$ cat src/rtl/fir_seq_pkg.sv
// Shared types and constants for the folded 4-tap FIR sequencer.
package fir_seq_pkg;

  localparam int unsigned DW    = 16;
  localparam int unsigned CW    = 8;
  localparam int unsigned NTAPS = 4;

  typedef enum logic [1:0] {
    IDLE,
    MAC,
    DONE
  } fsm_e;

  typedef logic [1:0] tap_idx_t;

  typedef logic [NTAPS-1:0][CW-1:0] coef_bank_t;

  // Element 0 is x0 (newest sample), element 3 is z3 (oldest).
  typedef logic [NTAPS-1:0][DW-1:0] dly_line_t;

endpackage

$ cat src/rtl/fir_mac_unit.sv
// Shared multiply-accumulate: unsigned DW x CW product, DW-bit wrapping accumulator.
module fir_mac_unit #(
  parameter int unsigned DW = 16,
  parameter int unsigned CW = 8
) (
  input  logic          clk_i,
  input  logic          rst_ni,
  input  logic          clear_i,
  input  logic          en_i,
  input  logic [DW-1:0] sample_i,
  input  logic [CW-1:0] coef_i,
  output logic [DW-1:0] acc_o
);

  logic [DW-1:0] prod_lo;
  logic [DW-1:0] acc_d, acc_q;

  // A DW-wide multiply yields exactly the low DW bits of the full product.
  assign prod_lo = sample_i * {{(DW-CW){1'b0}}, coef_i};

  always_comb begin
    acc_d = acc_q;
    if (clear_i) begin
      acc_d = '0;
    end else if (en_i) begin
      acc_d = acc_q + prod_lo;
    end
  end

  always_ff @(posedge clk_i or negedge rst_ni) begin
    if (!rst_ni) begin
      acc_q <= '0;
    end else begin
      acc_q <= acc_d;
    end
  end

  assign acc_o = acc_q;

endmodule

$ cat src/rtl/fir_seq_ctrl.sv
// Folded 4-tap FIR: one MAC time-shared over the taps, valid/ready in and out,
// double-buffered coefficients that only switch at a sample-accept edge.
module fir_seq_ctrl
  import fir_seq_pkg::*;
(
  input  logic            clk,
  input  logic            reset_n,
  input  logic            in_valid,
  output logic            in_ready,
  input  logic [DW-1:0]   in_data,
  output logic            out_valid,
  input  logic            out_ready,
  output logic [DW-1:0]   out_data,
  input  logic            coef_we,
  input  tap_idx_t        coef_addr,
  input  logic [CW-1:0]   coef_wdata,
  input  logic            coef_commit,
  input  logic            flush,
  output logic            busy
);

  fsm_e       state_q, state_d;
  tap_idx_t   tap_q, tap_d;
  dly_line_t  dly_q, dly_d;
  coef_bank_t shadow_q, shadow_d;
  coef_bank_t active_q, active_d;
  logic       pending_q, pending_d;

  logic          rdy;
  logic          accept;
  logic          mac_clear;
  logic          mac_en;
  logic [DW-1:0] acc;

  always_comb begin
    state_d   = state_q;
    tap_d     = tap_q;
    rdy       = 1'b0;
    out_valid = 1'b0;
    mac_clear = 1'b0;
    mac_en    = 1'b0;
    unique case (state_q)
      IDLE: begin
        rdy = !flush;
      end
      MAC: begin
        mac_en = 1'b1;
        tap_d  = tap_q + 2'd1;
        if (tap_q == 2'd3) begin
          state_d = DONE;
        end
      end
      DONE: begin
        out_valid = 1'b1;
        rdy       = out_ready;
        if (out_ready && !in_valid) begin
          state_d = IDLE;
        end
      end
      default: state_d = IDLE;
    endcase
    // While reset is held the FSM already sits in IDLE; keep the handshake closed.
    accept = in_valid && rdy && reset_n;
    if (accept) begin
      state_d   = MAC;
      tap_d     = '0;
      mac_clear = 1'b1;
    end
  end

  always_comb begin
    dly_d = dly_q;
    if (accept) begin
      dly_d = {dly_q[NTAPS-2:0], in_data};
    end else if (state_q == IDLE && flush) begin
      dly_d = '0;
    end
  end

  // Same-cycle write and commit both land in the bank that becomes active.
  always_comb begin
    shadow_d = shadow_q;
    if (coef_we) begin
      shadow_d[coef_addr] = coef_wdata;
    end
    pending_d = pending_q || coef_commit;
    active_d  = active_q;
    if (accept && pending_d) begin
      active_d  = shadow_d;
      pending_d = 1'b0;
    end
  end

  always_ff @(posedge clk or negedge reset_n) begin
    if (!reset_n) begin
      state_q   <= IDLE;
      tap_q     <= '0;
      dly_q     <= '0;
      shadow_q  <= '0;
      active_q  <= '0;
      pending_q <= 1'b0;
    end else begin
      state_q   <= state_d;
      tap_q     <= tap_d;
      dly_q     <= dly_d;
      shadow_q  <= shadow_d;
      active_q  <= active_d;
      pending_q <= pending_d;
    end
  end

  fir_mac_unit #(
    .DW (DW),
    .CW (CW)
  ) u_mac (
    .clk_i    (clk),
    .rst_ni   (reset_n),
    .clear_i  (mac_clear),
    .en_i     (mac_en),
    .sample_i (dly_q[tap_q]),
    .coef_i   (active_q[tap_q]),
    .acc_o    (acc)
  );

  assign in_ready = rdy && reset_n;
  assign out_data = (state_q == DONE) ? acc : '0;
  assign busy     = (state_q == MAC) || (state_q == DONE);

endmodule

$ cat config.mk
export PLATFORM = sky130hd
export DESIGN_NAME = fir_seq_ctrl
export DESIGN_NICKNAME = d
export VERILOG_FILES = /design/src/rtl/fir_seq_pkg.sv /design/src/rtl/fir_mac_unit.sv /design/src/rtl/fir_seq_ctrl.sv
export SDC_FILE = /design/constraint.sdc
export NUM_CORES = 1
export LEC_CHECK = 0
export CORE_ASPECT_RATIO = 0.7
export CORE_MARGIN = 2
export CORE_UTILIZATION = 45
export DETAILED_ROUTE_END_ITERATION = 8
export MAX_ROUTING_LAYER = met4
export PLACE_DENSITY = 0.67
export SLEW_MARGIN = 20
export SYNTH_ARGS = -nofsm -noshare
export SYNTH_HDL_FRONTEND = slang
export SYNTH_SLANG_ARGS = --single-unit
$ cat constraint.sdc
create_clock -name clk -period 6.1 [get_ports clk]
set_input_delay 1.22 -clock clk [delete_from_list [all_inputs] [get_ports clk]]
set_output_delay 1.22 -clock clk [all_outputs]
set_load 0.05 [all_outputs]
==> reports/results.ini <==
[outcome]
status=completed

[setup_path]
rrSetupSlack_ns=0.47
crit_slowest_cell=mux4_1
crit_end=u_mac.acc_o[12]$_DFFE_PN0P_
r2r-end=u_mac.acc_o[12]$_DFFE_PN0P_
r2r_cells=19
cp_slowest_stage_delay_ns=0.77
crit_cells=19
path_buf_inv=4
timing.rr.start=tap_q[0]$_DFFE_PN0P_
path_cells=buf_12 > mux4_1 > nand2_1 > fa_1 > inv_1 > fa_1 > ha_1 > inv_1 > fa_1 > inv_1 > ha_1 > a21o_1 > a21oi_1 > o21bai_1 > a211o_1 > a21oi_1 > o21ai_1 > and3_1 > nor3_1
critPathRequiredTime_ns=6.44
worst_setup_path_end_kind=register
critPathTopFamily=adder cells
worstPathArrival_ns=5.97
startpoint=tap_q[0]$_DFFE_PN0P_
critPathLaunchType=register
critPathKind=reg2reg
critPathMaxFanout=24

[clock_network]
insertion_delay_ns=0.43
cts_buffers=17
cts_resized=0
cts_root_buf=clkbuf_16
cts.sinks=149
cts_buffer_depth=2
cts_tree=done
cts_setup_buffers=0
h-tree-depth=4
cts.clk_slew.worst_paths_ns=0.06
hold_buffers=0

[sta]
hold_viol=0
hold_slack_ns=0.493
relSlewSlack_pct=28.3
setup_viol=0
max_slew.worst_pin.slew_ns=1.08
setup_tns_ns=0
skew_ns=0.00765
fin_crit_ns=5.63
drv_slew=0
rsz0062_at_grt=false
fin_crit_sh_pct=92.3
max_freq_mhz=178

[global_routing]
grtUsageTotal_pct=20.2
grt_pass1_wl_mm=33.7
grt_util_met3_pct=3.53
grt_pass1_vias=6171
grt.overflow.total=0
antenna_found_initial=0
use_met2_pct=28.4
grt_max_degree=81
grtUsageMet1_pct=30.4
top_usage_layer=met1

[final_layout]
drive_gt1_share_pct=16.0
final_cells=1124
utilization_pct=52.8
nets=971
syn_to_final_growth_pct=15.1
antenna_cells=0
fin_area_mm2=0.0109

[floorplan]
die_y_um=126
io_pins=52
start_util_pct=45.9
num_rows=44
die_w_um=178
core_area_mm2=0.0207
die_area_mm2=0.0223

[routing]
drtIter0Drc=395
totalWireLength_mm=19.9
drtAntennaViolNets=0
avgViaCountPerCell=5.26
drtPass1Iterations=5
vias=5913
post_drt_wl_per_cell_um=17.7
drc_errors=0

[job]
drv_cap=0

[placed_design]
numPortBuffers=51
dp_cells=1092
gp_congestion=0.876
dp_hpwl_mm=14.1
placed_cell_area_mm2=0.0103

[logic_synthesis]
synthesis.area_mm2=0.00949
async_flop_share_pct=100
syn_avg_cell_area_um2=12.0
yosys_warnings=0
syn_inst=792
syn-num-nets=928
ys_types=45
synth_edf_count=0
seq_area_frac_synth_pct=39.3
synth-seq-cells=149
synth-main-ff-cell=dfrtp_1

[power_and_ir_drop]
leakagePower_uw=0.00512
power_density_mw_per_mm2=474
peakVddDrop_mv=0.241

[hold_path]
hp-class=reg2reg

## cells by family after synthesis
logic type / share of synthesized area, %
adder cells (fa/ha/maj): 19.4
multiplexers: 14.7
buffers and inverters: 6.44
flip-flops: 39.3
AND/OR/NAND/NOR: 9.38
XOR/XNOR: 2.25
AO/OA/AOI/OAI: 8.50
## final cells by class
type | count | area, um2
Inverter | 116 | 435
Tap cell | 276 | 345
Sequential cell | 149 | 3730
Clock inverter | 12 | 190
Fill cell | 1830 | 9770
Timing Repair Buffer | 59 | 597
Clock buffer | 20 | 457
Multi-Input combinational cell | 492 | 5170
## flip-flops by register name, indices dropped and copies added (netlist names)
name,cells
dly_q,64
active_q,32
shadow_q,32
u_mac.acc_o,16
state_q,2
tap_q,2
pending_q,1
## synthesized netlist by cell type (3+ instances only)
library cell,n,area share (%)
dfrtp_1,149,39
inv_1,116,4.6
fa_1,74,16
and2_1,68,4.5
a22o_1,64,5.9
mux2_2,62,7.4
nand2_1,43,1.7
ha_1,29,3.8
clkbuf_1,23,0.91
nor2_1,20,0.79
xnor2_1,18,1.7
mux4_2,17,4.0
a21oi_1,14,0.74
mux2i_1,11,1.2
and2_2,8,0.63
o21ai_0,8,0.42
mux4_1,7,1.9
nand2b_1,7,0.46
buf_1,5,0.20
buf_2,4,0.21
nand3b_1,4,0.32
nor3_1,4,0.21
a211oi_1,3,0.24
nand2_2,3,0.20
o21a_1,3,0.24
## power by group
part,internal (uW),switching (uW)
Clock,715,435
Sequential,1240,175
Combinational,1130,1480
## worst min path at each step
stage | to | cells past startpoint | slack (ns) | from
final | shadow_q[4]$_DFF_PN0_ | 1 | 0.49 | shadow_q[4]$_DFF_PN0_
after global routing | shadow_q[9]$_DFF_PN0_ | 1 | 0.51 | shadow_q[9]$_DFF_PN0_
after CTS | active_q[27]$_DFFE_PN0P_ | 1 | 0.49 | active_q[27]$_DFFE_PN0P_
after detailed placement | dly_q[52]$_DFFE_PN0P_ | 1 | 0.48 | dly_q[52]$_DFFE_PN0P_
after global placement | shadow_q[14]$_DFF_PN0_ | 1 | 0.48 | shadow_q[14]$_DFF_PN0_
after floorplan | dly_q[49]$_DFFE_PN0P_ | 1 | 0.46 | dly_q[49]$_DFFE_PN0P_
## per-stage QoR
stage	setup slack (ns)	power [uW]
3_3_place_gp	0.605	4000
3_5_place_dp	0.483	4060
5_1_grt	0.140	5630
4_1_cts	0.462	5240
2_1_floorplan	0.802	3410
6_report	0.469	5180
## cells in the final DEF, fill, tap and decap left out, drive strengths merged, types with 10 or more instances in the layout
| master | count |
|---|---|
| o21ai | 10 |
| and2 | 76 |
| fa | 74 |
| a21oi | 14 |
| dfrtp | 149 |
| nor2 | 20 |
| xnor2 | 18 |
| mux2i | 11 |
| nand2 | 46 |
| inv | 120 |
| clkdlybuf4s50 | 50 |
| a22o | 64 |
| mux2 | 64 |
| ha | 29 |
| clkbuf | 20 |
| mux4 | 24 |
## per-layer routing
layer / up-vias / wire length (um)
li1: 2724 / -
met1: 3052 / 10000
met2: 120 / 8770
met3: 17 / 878
met4: 0 / 182
met5: - / 0
(Power assumes the default switching activity.)
==> variant: new RTL, same flow settings <==
Reset style: synchronous (`reset_n` and `rst_ni`), changed in 2 clocked blocks.
--- a/src/rtl/fir_mac_unit.sv
+++ b/src/rtl/fir_mac_unit.sv
@@ -28,5 +28,5 @@
   end
 
-  always_ff @(posedge clk_i or negedge rst_ni) begin
+  always_ff @(posedge clk_i) begin
     if (!rst_ni) begin
       acc_q <= '0;
--- a/src/rtl/fir_seq_ctrl.sv
+++ b/src/rtl/fir_seq_ctrl.sv
@@ -92,5 +92,5 @@
   end
 
-  always_ff @(posedge clk or negedge reset_n) begin
+  always_ff @(posedge clk) begin
     if (!reset_n) begin
       state_q   <= IDLE;
Function: differs if reset_n is asserted again (counterexample within 4 cycles, from zero or initial values and one cycle with reset_n low); with reset_n held inactive, the same outputs for 4 cycles.
==> variant against the original RTL <==
Sequential cell count unchanged; sequential share of layout area down 5.9 points; worst setup slack worse by 0.044 ns; worst hold slack worse by 0.027 ns; routed wire length up 0.41%; final area down 3.4%; cell count up 12%; area after synthesis down 2.8%; highest routed layer unchanged.
Power is not compared: it rests on default switching activity, and its combinational part moved more than twofold at a synthesized area within 25%.
==> variant: results (changes against the original RTL) <==
| Metric | Value |
|---|---|
| Result of the run | `complete, no violations (unchanged)` |
| Mean number of vias per cell | `5.16 (was 5.26)` |
| Total GRT Usage | `20.0% (was 20.2%)` |
| Worst min-delay path startpoint | `active_q[5] (was shadow_q[4])` |
| Fmax | `176 MHz (was 178 MHz)` |
| Reg2reg setup slack | `0.42 ns (was 0.47 ns)` |
| Hold endpoint | `active_q[5] (was shadow_q[4])` |
| Worst reg2reg endpoint | `u_mac.acc_o[14] (was u_mac.acc_o[12])` |
| Top cells by count, synth | `dfxtp_1, inv_1, nor2b_1 (was dfrtp_1, inv_1, fa_1)` |
| CP arrival | `6.01 ns (was 5.97 ns)` |
| Drt initial violations | `466 (was 395)` |
| Number of global-route vias before repair | `6214 (was 6171)` |
| Synth cell types | `38 (was 45)` |
| Fraction of layout cells with a size suffix above 1 | `6.00% (was 16.0%)` |
| Die width | `175 microns (was 178 microns)` |
| Routability cong. | `0.863 (was 0.876)` |
| Post-DP HPWL | `14200 microns (was 14100 microns)` |
| Seq/Total Area, Yosys | `32.3% (was 39.3%)` |
| First-pass GRT wire length | `33000 microns (was 33700 microns)` |
| Clock Skew | `0.0144 ns (was 0.00765 ns)` |
| Placed Cells | `1221 (was 1092)` |
| Tightest Pin Transition | `0.858 ns (was 1.08 ns)` |
| Avg Cell Area, Syn | `9.78 sq um (was 12.0 sq um)` |
| Synth area leaders | `dfxtp_1, fa_1, nor2b_1, a22oi_1, inv_1 (was dfrtp_1, fa_1, mux2_2, a22o_1, inv_1)` |
| Critical Path Fanout Max | `19 (was 24)` |
| Pin count of the biggest net entering global routing | `107 (was 81)` |
-- variant: changes by cell type after synthesis, sizes merged, moves of 32 or more --
cell / delta
a22o: -64
nor2b: +97
a22oi: +66
mux2: -64
mux2i: +35
dfrtp: -149
dfxtp: +149
nand3: +32
-- variant: worst max path at each step --
| stage | depth (start not counted) | from | to |
|---|---|---|---|
| global route | 16 | tap_q[0] | u_mac.acc_o[14] |
| floorplan | 20 | tap_q[0] | u_mac.acc_o[15] |
| detailed placement | 16 | tap_q[0] | u_mac.acc_o[14] |
| CTS | 16 | tap_q[0] | u_mac.acc_o[14] |
| global placement | 16 | tap_q[0] | u_mac.acc_o[14] |
| finish | 16 | tap_q[0] | u_mac.acc_o[14] |
-- variant: routing by layer --
layer  global-route usage [%]  wire [microns]  up-vias
li1                         -               -     3151
met1                     29.6           10800     3164
met2                     28.0            8120      142
met3                     3.75             893       16
met4                     4.84             184        0
met5                        -               0        -
-- variant: power by group through the flow --
stage / combinational, mW / clock [mW] / sequential [mW]
floorplan: 0.129 / 0 / 1.02
global placement: 0.184 / 0 / 1.03
detailed placement: 0.184 / 0 / 1.03
finish: 0.185 / 1.11 / 1.00
global route: 0.201 / 1.17 / 1.01
CTS: 0.185 / 1.13 / 1.00
-- variant: kinds of logic (layout without fill, tap and decap cells) --
kind of cell / Yosys count / count (layout) / share of synthesized area [%]
compound gates: 129 / 129 / 9.26
buf+inv: 178 / 217 / 7.65
simple gates: 291 / 291 / 17.0
mux: 70 / 70 / 11.3
xor+xnor: 24 / 24 / 2.43
fa+ha+maj: 103 / 103 / 20.0
flops: 149 / 149 / 32.3
other cells: 0 / 1 / 0
-- variant: cell type report --
| cell class | instances | area (sq um) |
|---|---|---|
| Fill cell | 1774 | 9410 |
| Clock buffer | 18 | 439 |
| Antenna cell | 1 | 2.50 |
| Timing Repair Buffer | 62 | 591 |
| Clock inverter | 14 | 186 |
| Tap cell | 270 | 338 |
| Inverter | 123 | 462 |
| Multi-Input combinational cell | 617 | 5550 |
| Sequential cell | 149 | 2980 |
-- variant: worst min-delay path, stage by stage (launching register included) --
cell     delay, ns
dfxtp_1       0.32
nand3_1       0.05
o21ai_0       0.06
-- variant: metrics by stage --
step           power, mW  area, sq um
5_1_grt             2.38        10600
3_5_place_dp        1.21         9930
4_1_cts             2.32        10600
2_1_floorplan       1.15         9230
3_3_place_gp        1.21         9930
6_report            2.30        10600
